### config.mk
export PLATFORM = sky130hd
export DESIGN_NAME = dsp_frame_gen
export DESIGN_NICKNAME = d
export VERILOG_FILES = /design/src/rtl/dsp_frame_gen.sv
export SDC_FILE = /design/constraint.sdc
export NUM_CORES = 1
export LEC_CHECK = 0
export BUFFER_PORTS_ARGS = -buffer_cell sky130_fd_sc_hd__clkbuf_2
export CAP_MARGIN = 20
export CORE_UTILIZATION = 40
export DETAILED_ROUTE_END_ITERATION = 16
export PLACE_DENSITY = 0.67
export SETUP_SLACK_MARGIN = 0.02
export SYNTH_ARGS = -nofsm -noshare
export SYNTH_HDL_FRONTEND = slang
export SYNTH_SLANG_ARGS = --single-unit
export TNS_END_PERCENT = 50
### constraint.sdc
create_clock -name clk -period 2.5 [get_ports clk]
set_clock_uncertainty 0.05 [all_clocks]
set_input_delay 0.125 -clock clk [delete_from_list [all_inputs] [get_ports clk]]
set_output_delay 0.125 -clock clk [all_outputs]
set_load 0.03 [all_outputs]
### src/rtl/dsp_frame_gen.sv
// dsp_frame_gen: radar PRI/CPI timing generator and ADC sample gater feeding dsp_top.
// Define DSP_FRAME_TEST_PATTERN_EN to add the gated test ramp selected by i_test_sel.
module dsp_frame_gen #(
    parameter int PRI_LEN   = 4000,
    parameter int SMP_START = 100,
    parameter int SMP_LEN   = 2048,
    parameter int CHIRP_NUM = 32,
    parameter int DW        = 16
) (
    input  logic          clk,
    input  logic          rst,
    input  logic          i_enable,
    input  logic          i_test_sel,
    input  logic          i_adc_valid,
    input  logic [DW-1:0] i_adc_data,
    output logic          o_cpib,
    output logic          o_cpie,
    output logic          o_pri,
    output logic          o_smp_gate,
    output logic          o_tvalid,
    output logic [DW-1:0] o_tdata,
    output logic          o_busy,
    output logic          o_underrun,
    output logic [15:0]   o_frame_cnt
);
    localparam int PW = $clog2(PRI_LEN + 1);
    localparam int CW = $clog2(CHIRP_NUM + 1);
    localparam logic ST_IDLE = 1'b0;
    localparam logic ST_RUN  = 1'b1;
    localparam logic [PW-1:0] PRI_LAST = PW'(PRI_LEN - 1);
    localparam logic [PW-1:0] G_OPEN   = PW'(SMP_START);
    localparam logic [PW-1:0] G_CLOSE  = PW'(SMP_START + SMP_LEN);
    localparam logic [CW-1:0] CH_LAST  = CW'(CHIRP_NUM - 1);

    if (SMP_START + SMP_LEN > PRI_LEN) begin : g_chk_gate
        $error("dsp_frame_gen: SMP_START+SMP_LEN exceeds PRI_LEN");
    end
    if (PRI_LEN < 4 || CHIRP_NUM < 1) begin : g_chk_len
        $error("dsp_frame_gen: PRI_LEN must be >= 4 and CHIRP_NUM >= 1");
    end

    logic          state;
    logic [PW-1:0] pri_cnt;
    logic [CW-1:0] chirp_cnt;
    logic          run, pri_end, cpi_end, gate, tvalid_d, miss;
    logic [DW-1:0] tdata_d;

    always_comb begin
        run     = state == ST_RUN;
        pri_end = run && pri_cnt == PRI_LAST;
        cpi_end = pri_end && chirp_cnt == CH_LAST;
        gate    = run && pri_cnt >= G_OPEN && pri_cnt < G_CLOSE;
        miss    = o_smp_gate && !o_tvalid;
    end

`ifdef DSP_FRAME_TEST_PATTERN_EN
    // Ramp is the offset into the gate, so it restarts at 0 every PRI without extra state.
    always_comb begin
        tvalid_d = gate && (i_test_sel || i_adc_valid);
        tdata_d  = i_test_sel ? DW'(pri_cnt - G_OPEN) : i_adc_data;
    end
`else
    logic unused_test_sel;
    assign unused_test_sel = i_test_sel;
    always_comb begin
        tvalid_d = gate && i_adc_valid;
        tdata_d  = i_adc_data;
    end
`endif

    // Counters idle at zero, so leaving IDLE needs no separate initialisation.
    always_ff @(posedge clk) begin
        if (rst) begin
            state       <= ST_IDLE;
            pri_cnt     <= '0;
            chirp_cnt   <= '0;
            o_cpib      <= 1'b0;
            o_cpie      <= 1'b0;
            o_pri       <= 1'b0;
            o_smp_gate  <= 1'b0;
            o_tvalid    <= 1'b0;
            o_tdata     <= '0;
            o_busy      <= 1'b0;
            o_underrun  <= 1'b0;
            o_frame_cnt <= '0;
        end else begin
            state       <= run ? !(cpi_end && !i_enable) : i_enable;
            pri_cnt     <= (run && !pri_end) ? pri_cnt + 1'b1 : '0;
            chirp_cnt   <= (!run || cpi_end) ? '0 : pri_end ? chirp_cnt + 1'b1 : chirp_cnt;
            o_pri       <= run && pri_cnt == '0;
            o_cpib      <= run && pri_cnt == '0 && chirp_cnt == '0;
            o_cpie      <= cpi_end;
            o_smp_gate  <= gate;
            o_tvalid    <= tvalid_d;
            o_tdata     <= tvalid_d ? tdata_d : o_tdata;
            o_busy      <= run;
            o_underrun  <= (o_underrun && !o_cpib) || miss;
            o_frame_cnt <= o_frame_cnt + 16'(o_cpie);
        end
    end
endmodule

Word level (Yosys, flattened, before mapping) --
Index checks and enable logic that the tools add are counted. W data, S select, Z words.
Cells by class: multiplexer cells 1, bitwise logic cells 1, reductions and logical operators 23, equality and inequality tests 2, $add $sub $neg 3, magnitude comparators 2
Operators by type and width (count):
- $add A16 B1 Y16 | 1
- $add A12 B1 Y12 const B | 1
- $eq A12 B12 Y1 const B | 1
- $ge A12 B7 Y1 const B | 1
- $logic_not A12 Y1 | 1
- $lt A12 B12 Y1 const B | 1
- $logic_and A1 B1 Y1 | 11
- $add A6 B1 Y6 const B | 1
- $eq A6 B5 Y1 const B | 1
- $logic_not A1 Y1 | 6
- $logic_not A6 Y1 | 1
- $reduce_or A2 Y1 | 2
- $logic_or A1 B1 Y1 | 2
- $mux W1 | 1
- $not A1 Y1 | 1
Word-level totals: register bits 58, word-level logic and storage cells 44, output and inout bits 39, input port bits 21

Longest topological paths before layout --
depth after elaboration 6, depth in mapped cells 6, depth with buffers taken out 6

Worst setup path before layout --
OpenSTA, ideal clock, no wires.
path type register to register, start point register pri_cnt[0], end point register chirp_cnt[4], setup time 0.070 ns, stages on the path, launching flop included 6, buffers on the path 0, setup slack 0.540 ns, data required time 2.380 ns, data arrival time 1.840 ns, period minus slack after synthesis 1.960 ns, cell sequence dfxtp_1 > ha_1 > nand4_1 > or4_4 > or4_1 > a21oi_1
Between the ends: cells in the longest elaborated chain, start to end 5
RTL lines:
- from (decl) | line 43 | logic [PW-1:0] pri_cnt;
- from (signal assigned) | line 88 | pri_cnt <= (run && !pri_end) ? pri_cnt + 1'b1 : '0;
- $eq A12 B12 Y1 (*) | line 50 | pri_end = run && pri_cnt == PRI_LAST;
- $logic_and A1 B1 Y1 (*) | line 50
- $logic_and A1 B1 Y1 | line 51 | cpi_end = pri_end && chirp_cnt == CH_LAST;
- $logic_or A1 B1 Y1 | line 89 | chirp_cnt <= (!run || cpi_end) ? '0 : pri_end ? chirp_cnt + 1'b1 : chirp_cnt;
- $reduce_or A2 Y1 (no line)
- to (signal assigned) | line 89
- to (decl) | line 44 | logic [CW-1:0] chirp_cnt;
Every way passes the cells marked *; elsewhere a longest branch is shown, timed or not. A chain may end at the register's enable or synchronous reset.

Worst setup path in the final report --
start point register pri_cnt[0], end point register state (netlist: run)
Between the ends: cells in the longest elaborated chain, start to end 6
RTL lines:
- $eq A12 B12 Y1 | line 50
- $logic_and A1 B1 Y1 | line 50
- $logic_and A1 B1 Y1 | line 51
- $logic_and A1 B1 Y1 | line 87 | state <= run ? !(cpi_end && !i_enable) : i_enable;
- $logic_not A1 Y1 | line 87
- $mux W1 | line 87
- to (signal assigned) | line 87
- to (decl) | line 42 | logic state;
Every way passes these cells.

==> metrics.cfg <==
[outcome]
status = completed

[worst_setup_path]
start_kind = flip-flop
crit_type = reg2reg
cp_max_fo = 6
end_kind = flip-flop
arrival_ns = 2.28
required_ns = 2.65

[finish]
n_antenna_cell = 0
fin_area_mm2 = 0.00335
nNetsFinal = 387
post_route_cells_drive_above_1_share_pct = 22.5
fill_cells = 562
postLayoutCoreUtil_pct = 55.3
synthToLayoutAreaGrowth_pct = 30.4

[synth]
yosys_warnings = 0
synth_nets = 307
syn_area_mm2 = 0.00257
ys_types = 33
ys_top_cells_by_area = dfxtp_1 45%, nand2b_1 8.5%, mux2i_1 6.6%
synth-edff-count = 0
syn_area_per_cell_um2 = 9.18
ys_ff_latch = 58
ys.flop_type = dfxtp_1
synthCells = 280
yosys.area.top_type = dfxtp_1
synth_top_area_share_pct = 45.2
ys_seq_area_share_pct = 45.2
async_reset_ff_share_pct = 0

[clock_network]
clk_pin_slew_ns = 0.06
postCtsSetupRepairBufs = 0
htree_num_levels = 3
clk_path_buf_depth = 2
cts_num_sinks = 58
cts-root-buf = clkbuf_8
clk_latency_ns = 0.34
numCtsBuffers = 9
cts.repair.resized = 0
cts_tree = built
cts_hold_buf = 17

[placed_design]
dp_hpwl_mm = 3.48
io_buffers = 58
post_dp_cell_area_mm2 = 0.00293
place_congestion = 0.789

[floorplan]
start_util_pct = 42.4
die_w_um = 82.2
rows = 28
pin_count = 60
core-area_mm2 = 0.00606
die_h_um = 82.2
dieArea_mm2 = 0.00675

[timing]
tightest_slew_ns = 0.555
hold_viol_final = 0
setup_viol = 0
maxSlewViolCount = 0
fin_crit_ns = 2.13
whs_ns = 0.0138
min_period_over_period_pct = 85.3
max_freq_mhz = 469
rsz0062_at_grt = false
slew_headroom_pct = 62.6
setup_tns_ns = 0

[global_route]
antenna_found_initial = 0
grt_use_total_pct = 16.2
grt_pass1_wl_mm = 8.13
grt_pass1_vias = 1934
overflow = 0
grt_max_degree = 52

[power]
peakVddDrop_mv = 0.350
p_per_area_mw_per_mm2 = 630
p_leak_uw = 0.00129
power_uw = 2110

[run]
max_cap_viol_count = 0

[routing]
totalWireLength_mm = 5.22
wire_per_inst_um = 11.9
drc_errors = 0
firstDrtPassIters = 4
vias = 2177
final_antenna_net_count = 0
viasPerCell = 4.95
drtIter0Drc = 68

[worst_hold_path]
hp-class = in2reg

-- critical path, stage by stage (launching register included) --
cell and delay, ns:
dfxtp_1 0.39, ha_1 0.23, nand4_1 0.20, or4_4 0.62, o41ai_4 0.37, o21ai_0 0.14
-- synth_stat cells (2+ instances only) --
library cell,n
nand3_1,13
nor2b_1,2
or4_1,2
o21ai_0,7
ha_1,6
nor4_1,6
o31ai_1,3
xnor2_1,16
and2_1,2
nand2b_1,35
dfxtp_1,58
and3_1,2
nor2_1,29
xor2_1,5
or3_1,9
inv_1,15
clkbuf_1,6
nand4_1,6
a21oi_1,10
nor3_1,6
mux2i_1,17
nand2_1,14
-- layout make-up --
class,count,area (um^2),share of cell area [%]
clock inverters,5,100,2.99
inverters,15,56.3,1.68
repair buffers,78,483,14.4
clock buffers,11,151,4.52
multi-input cells,198,1310,39.0
flip-flops and latches,58,1160,34.6
well taps,75,93.8,2.80
-- layout by cell type, fill, tap and decap left out, drive strengths merged --
cell / n
a21oi: 10
and2: 2
and3: 2
and4: 1
buf: 3
bufinv: 3
clkbuf: 69
clkinv: 2
dfxtp: 58
dlygate4sd3: 17
ha: 6
inv: 15
mux2i: 18
nand2: 14
nand2b: 35
nand3: 13
nand4: 6
nor2: 29
nor2b: 2
nor3: 6
nor4: 7
o21ai: 7
o311ai: 1
o31ai: 3
o41ai: 1
or3: 9
or3b: 1
or4: 3
or4bb: 1
xnor2: 16
xor2: 5
-- through the flow --
step | cells | setup WS (ns)
3_5_place_dp | 407 | 0.388
5_1_grt | 440 | 0.227
6_report | 440 | 0.367
2_1_floorplan | 280 | 0.540
3_3_place_gp | 407 | 0.432
4_1_cts | 440 | 0.364
-- worst paths after layout --
path	startpoint	endpoint	slack, ns	depth (start not counted)
setup / recovery	pri_cnt[0]	run	0.37	5
setup reg to reg	pri_cnt[0]	run	0.37	5
hold reg to reg	o_smp_gate	o_underrun	0.42	2
hold / removal	i_adc_data[12]	o_tdata[12]	0.01	3
-- routing by layer --
metal	vias to the layer above	track usage, %	wire [um]	part of all wire [%]
met1	1010	18.0	2360	45
met4	0	7.89	92	1.8
met3	8	5.49	221	4.2
met2	52	27.7	2540	49
met5	-	0	0	0
li1	1107	-	-	-
-- flip-flops by register name, summed over array words and instances, names as in the netlist --
| register | flops |
|---|---|
| chirp_cnt | 6 |
| o_cpie | 1 |
| o_cpib | 1 |
| o_pri | 1 |
| o_busy | 1 |
| o_frame_cnt | 16 |
| o_tdata | 16 |
| run | 1 |
| pri_cnt | 12 |
| o_tvalid | 1 |
| o_underrun | 1 |
| o_smp_gate | 1 |
-- kinds of logic after synthesis --
family / Yosys count / synth area share [%]
flops: 58 / 45.2
buf+inv: 24 / 3.99
simple gates: 131 / 27.7
fa+ha+maj: 6 / 2.92
compound gates: 22 / 5.89
xor+xnor: 21 / 7.16
mux: 18 / 7.16
-- report_power, final --
group	leakage [uW]	total, uW	switching, uW	internal (uW)
Combinational	0.000698	97.5	46.6	50.9
Clock	0.000129	1080	367	713
Sequential	0.000468	936	4.96	931
Total	0.00129	2110	419	1690
(Power assumes the default switching activity.)
